--- src/rtl/dc_wr_fifo.sv ---
// In-order store buffer feeding the data-cache write port, with load/store overlap detection.
// Define DC_WR_FIFO_EXACT_CONFLICT_EN for byte-exact overlap instead of the 16-byte line test.
module dc_wr_fifo #(
  parameter int DEPTH = 4,
  parameter int PTR_W = 2
) (
  input  logic             clk,
  input  logic             rst_n,
  input  logic             wb_st_valid,
  input  logic [31:0]      wb_st_addr,
  input  logic [63:0]      wb_st_data,
  input  logic [1:0]       wb_st_size,
  input  logic             mem_wr_done,
  input  logic             v_mem_read,
  input  logic [31:0]      mem_rd_addr,
  input  logic [1:0]       mem_rd_size,
  output logic [31:0]      mem_wr_addr,
  output logic [63:0]      mem_wr_data,
  output logic [1:0]       mem_wr_size,
  output logic             wr_fifo_empty,
  output logic             wr_fifo_full,
  output logic             wr_fifo_to_be_full,
  output logic [PTR_W:0]   wr_fifo_count,
  output logic             mem_conflict,
  output logic             wr_fifo_err
);

  localparam logic [PTR_W:0] C_DEPTH    = (PTR_W+1)'(DEPTH);
  localparam logic [PTR_W:0] C_DEPTH_M1 = (PTR_W+1)'(DEPTH - 1);

`ifdef DC_WR_FIFO_EXACT_CONFLICT_EN
  localparam int END_LSB = 0;
`else
  localparam int END_LSB = 4;
`endif

  logic [31:0]      r_addr [DEPTH];
  logic [63:0]      r_data [DEPTH];
  logic [1:0]       r_size [DEPTH];
  logic [31:END_LSB] r_end [DEPTH];
  logic [DEPTH-1:0] r_valid;
  logic [PTR_W-1:0] r_wptr;
  logic [PTR_W-1:0] r_rptr;
  logic [PTR_W:0]   r_count;
  logic             r_err;

  logic             w_full;
  logic             w_empty;
  logic             w_push;
  logic             w_pop;
  logic             w_err_evt;
  logic [31:0]      w_st_end;
  logic [31:0]      w_rd_end;
  logic             w_hit;

  assign w_full    = (r_count == C_DEPTH);
  assign w_empty   = (r_count == '0);
  assign w_push    = wb_st_valid && !w_full;
  assign w_pop     = mem_wr_done && !w_empty;
  assign w_err_evt = (wb_st_valid && w_full) || (mem_wr_done && w_empty);

  // Last byte touched; carry past bit 31 is discarded so ranges wrap modulo 2^32.
  assign w_st_end = wb_st_addr + (32'd1 << wb_st_size) - 32'd1;
  assign w_rd_end = mem_rd_addr + (32'd1 << mem_rd_size) - 32'd1;

  // NOTE: payload storage has no reset; the valid bits and count alone decide
  // whether an entry is live, so resetting 100+ bits per entry buys nothing.
  always_ff @(posedge clk) begin
    if (w_push) begin
      r_addr[r_wptr] <= wb_st_addr;
      r_data[r_wptr] <= wb_st_data;
      r_size[r_wptr] <= wb_st_size;
      r_end[r_wptr]  <= w_st_end[31:END_LSB];
    end
  end

  // NOTE: all state here uses non-blocking assignments so every register samples
  // pre-edge values, which is what lets push and pop both see the old count.
  always_ff @(posedge clk) begin
    if (!rst_n) begin
      r_wptr  <= '0;
      r_rptr  <= '0;
      r_count <= '0;
      r_valid <= '0;
      r_err   <= 1'b0;
    end else begin
      if (w_push) begin
        r_valid[r_wptr] <= 1'b1;
        r_wptr          <= r_wptr + 1'b1;
      end
      if (w_pop) begin
        r_valid[r_rptr] <= 1'b0;
        r_rptr          <= r_rptr + 1'b1;
      end
      case ({w_push, w_pop})
        2'b10:   r_count <= r_count + 1'b1;
        2'b01:   r_count <= r_count - 1'b1;
        default: r_count <= r_count;
      endcase
      if (w_err_evt) r_err <= 1'b1;
    end
  end

  // NOTE: w_hit gets its default before the loop so no path leaves it unassigned
  // and no latch is inferred.
  always_comb begin
    w_hit = 1'b0;
    for (int i = 0; i < DEPTH; i++) begin
      if (r_valid[i]) begin
`ifdef DC_WR_FIFO_EXACT_CONFLICT_EN
        if ((w_rd_end < mem_rd_addr) || (r_end[i] < r_addr[i]) ||
            ((mem_rd_addr <= r_end[i]) && (r_addr[i] <= w_rd_end)))
          w_hit = 1'b1;
`else
        if ((r_addr[i][31:4] == mem_rd_addr[31:4]) || (r_addr[i][31:4] == w_rd_end[31:4]) ||
            (r_end[i] == mem_rd_addr[31:4])         || (r_end[i] == w_rd_end[31:4]))
          w_hit = 1'b1;
`endif
      end
    end
  end

  assign mem_conflict = v_mem_read && w_hit;

  assign mem_wr_addr = w_empty ? 32'd0 : r_addr[r_rptr];
  assign mem_wr_data = w_empty ? 64'd0 : r_data[r_rptr];
  assign mem_wr_size = w_empty ? 2'd0  : r_size[r_rptr];

  assign wr_fifo_empty      = w_empty;
  assign wr_fifo_full       = w_full;
  assign wr_fifo_to_be_full = (r_count >= C_DEPTH_M1);
  assign wr_fifo_count      = r_count;
  assign wr_fifo_err        = r_err;

endmodule

--- config.mk ---
export PLATFORM = sky130hd
export DESIGN_NAME = dc_wr_fifo
export DESIGN_NICKNAME = d
export VERILOG_FILES = /design/src/rtl/dc_wr_fifo.sv
export SDC_FILE = /design/constraint.sdc
export NUM_CORES = 1
export LEC_CHECK = 0
export ABC_AREA = 0
export CAP_MARGIN = 10
export CORE_MARGIN = 1.5
export CORE_UTILIZATION = 50
export DETAILED_ROUTE_END_ITERATION = 7
export MAX_ROUTING_LAYER = met4
export PLACE_DENSITY_LB_ADDON = 0.08
export SYNTH_ARGS = -nofsm -noshare
export SYNTH_HDL_FRONTEND = slang
export SYNTH_SLANG_ARGS = --single-unit
--- constraint.sdc ---
create_clock -name clk -period 8.4 [get_ports clk]
set_input_delay 1.68 -clock clk [delete_from_list [all_inputs] [get_ports clk]]
set_output_delay 1.68 -clock clk [all_outputs]
set_load 0.01 [all_outputs]
==> metrics.md, run 1 <==
| Metric | Value |
|---|---|
| FILL cells | 4353 |
| Logic pwr share | 38.4% |
| HPWL after DPL | 89.89 mm |
| Synth top area cells | edfxtp_1 51%, mux4_2 7.5%, xor2_1 7.3% |
| WHS | 0.5189 ns |
| Clk pin slew, worst setup/hold paths | 0.06 ns |
| CP Launch Type | primary input |
| Post-route ant nets | 0 |
| Fraction of the mapped netlist area in compound gates | 8.329% |
| Syn nets | 2556 |
| Worst Setup Path Type | in2out |
| Simple-Gate Fraction of Synth Area | 10.92% |
| Cell accounting for the most synthesized area | edfxtp_1 |
| CTS root buffer | clkbuf_16 |
| Largest net degree at the start of global routing | 64 |
| Final Util | 63.10% |
| Vias in the first global route | 22710 |
| DR pass1 iterations | 7 |
| Syn Inst Count | 2345 |
| IO buf count | 242 |
| Initial antenna violation count | 3 |
| YS warnings | 0 |
| Worst-margin pin slew | 1.066 ns |
| Final period util | 98.12% |
| Count leader, synth | edfxtp_1 |
| Initial drt markers | 2621 |
| # Max-Cap Violations | 0 |
| Mapped cell area | 0.02956 sq mm |
| Area Growth Syn to Fin | 23.85% |
| Hold crit path type | reg2reg |
| Hold Vio Cnt, Final | 0 |
| Flops & latches, synth | 518 |
| Grt ovf | 0 |
| Synth top cells by count | 504 x edfxtp_1, 245 x xor2_1, 217 x xnor2_1 |
| Fraction of layout cells with a size suffix above 1 | 18.54% |
| Crit. End Element | output port |
| Num rows | 88 |
| Leak pwr | 13.00 nW |
| Switching Share | 34.24% |
| Top_reg_cell synth | edfxtp_1 |
| Max Slew Vio Count | 0 |
| Clock sink total | 518 |
| Vias post-DR | 22710 |
| Endpoints failing setup | 0 |
| CP max FO | 14 |
| Initial Util | 50.95% |
| Clock Skew | 0.02978 ns |
| RSZ-0062 raised after global routing | false |
| Worst skew pair latency | 0.63 ns |
| CTS HTree Levels | 2 |
| Routed wire length | 115.0 mm |
| Worst Path Required | 6.72 ns |
| Int Pwr | 6.197 mW |
| FFs w/ async S/R, synth | 0% |
| WL/cell | 31.80 um |
| EDFF count, synth | 504 |
| Reg power frac | 36.7% |
| Post-Synth XOR/XNOR Area | 14.51% |
| CTS tree | yes |
| Gr usage total | 39.37% |
| Cts bufs inserted | 52 |
| Die width | 246.2 um |
| Min cycle time layout | 8.242 ns |
| Largest buffer count on any clock path | 3 |
| Combinational family with the most area after synthesis | XOR/XNOR gates |
| Final #Nets | 3018 |
| Synth Area in Adders | 3.157% |
| Outcome | completed |
| Core area | 0.05803 sq mm |
| Residual DRC | 0 |
| DR vias/cell | 6.282 |
| Post-synthesis sequential area ratio | 52.14% |
| Die height | 246.2 um |
| Fin cells | 3615 |
| Highest routed layer | met4 |
| Critical path arrival | 6.56 ns |
| WL met1 | 46.53 mm |
| Post-synthesis mux area share | 8.028% |
| Met3 wire length | 10.76 mm |
| Clock power share | 24.8% |
| GPL Wtd Cong | 1.045 |
| Die area | 0.06060 sq mm |
| Worst VDD drop | 283.4 uV |
| Avg Cell Area, Syn | 12.61 sq um |
| Cell area power density | 257.4 mW/mm^2 |
| Sw Pwr | 3.227 mW |
| Slew headroom | 28.91% |
| Post-synth top area share | 51.19% |
| Met2 wire length | 52.48 mm |
| Cell total after placement | 3513 |
| Post-synthesis cell type count | 93 |
| First-pass GRT wire length | 163.0 mm |
| Num ports | 243 |
| Fmax achieved | 121.3 MHz |
-- worst max-delay path, cell delays in order --
cell             delay (ns)
clkdlybuf4s50_1        0.46
inv_1                  0.05
ha_1                   0.28
inv_1                  0.04
ha_1                   0.28
a21o_1                 0.22
a41oi_2                0.25
buf_4                  0.20
o221ai_1               0.17
buf_4                  0.26
a21oi_1                0.20
xor2_1                 0.43
xnor2_1                0.14
nand4bb_1              0.27
or4b_4                 0.59
nor4_4                 0.26
buf_4                  0.16
a32oi_1                0.05
a21o_1                 0.20
a41oi_2                0.21
buf_2                  0.16
-- logic make-up after synthesis --
kind of cell    Yosys count
mux                     114
xor+xnor                473
flops                   518
compound gates          351
simple gates            590
fa+ha+maj                74
buf+inv                 225
-- stage by stage --
stage                     area, sq um  total power, mW  setup WS (ns)  TNS, ns
after global routing            36620            9.737        0.05593        0
after floorplan                 29560            5.311         0.8966        0
after global placement          34690            6.992        -0.8932  -0.8932
after CTS                       36510            9.395        0.01975        0
final                           36620            9.423         0.1581        0
after detailed placement        34690            7.032        -0.8472  -0.8472
-- registers in the layout, summed over array words and instances, names as in the netlist, named ones only --
name           flops
r_data           256
wr_fifo_err        1
r_rptr             2
r_valid            4
r_end            112
wr_fifo_count      3
r_wptr             2
r_size             8
r_addr           128
-- routing by layer --
metal	vias up	global-route usage [%]
met5	-	-
met4	0	15.21
met3	211	6.786
met2	1317	59.30
met1	11460	53.37
li1	9716	-
-- cell usage in the layout (no fill, tap or decap), drive strengths merged, types with 17 or more instances in the layout --
master         count
a211oi            18
a21o              19
a21oi             86
and3              17
buf              287
clkbuf            56
clkdlybuf4s50    239
clkinv            28
edfxtp           504
ha                73
inv              106
mux4              98
nand2             87
nand3             37
nand4             56
nor2              93
nor2b            113
nor3              38
nor4              68
o21a              21
o21ai             64
xnor2            217
xor2             248
-- final timing paths --
kind / start / endpoint / slack [ns] / cells past startpoint
setup reg to reg: wr_fifo_count[0] / wr_fifo_count[2] / 5.38 / 9
hold / removal: wr_fifo_err / wr_fifo_err / 0.52 / 2
setup / recovery: mem_rd_addr[3] / mem_conflict / 0.16 / 21
hold reg to reg: wr_fifo_err / wr_fifo_err / 0.52 / 2
-- power groups by stage --
stage / combinational, mW / sequential [mW] / clock [mW]
final: 3.62 / 3.46 / 2.34
after CTS: 3.59 / 3.45 / 2.35
after floorplan: 1.94 / 3.37 / 0
after detailed placement: 3.53 / 3.51 / 0
after global placement: 3.51 / 3.49 / 0
after global routing: 3.81 / 3.48 / 2.45
-- layout make-up --
type,instances,area (sq um),share of cell area (%)
diodes,2,5.005,0.01367
clock buffers,56,1316,3.595
clock inverters,39,409.1,1.117
inverters,105,394.1,1.076
multi-input cells,1602,13470,36.78
flip-flops and latches,518,15420,42.12
well taps,765,957.2,2.614
repair buffers,528,4644,12.68
-- what timing repair did --
action,4_1_cts,5_1_grt
setup buffers,2,3
endpoints found under the setup margin,1,1
hold buffers,0,0
resized for setup,16,18
pin swaps,9,12
No activity file was read; power rests on OpenSTA's default activity.
==> inputs of run 2 (changes only) <==
CAP_MARGIN = default   (was 10)
==> results of run 2 <==
Same layout as run 1: the final DEF is identical, and so are final timing and power.
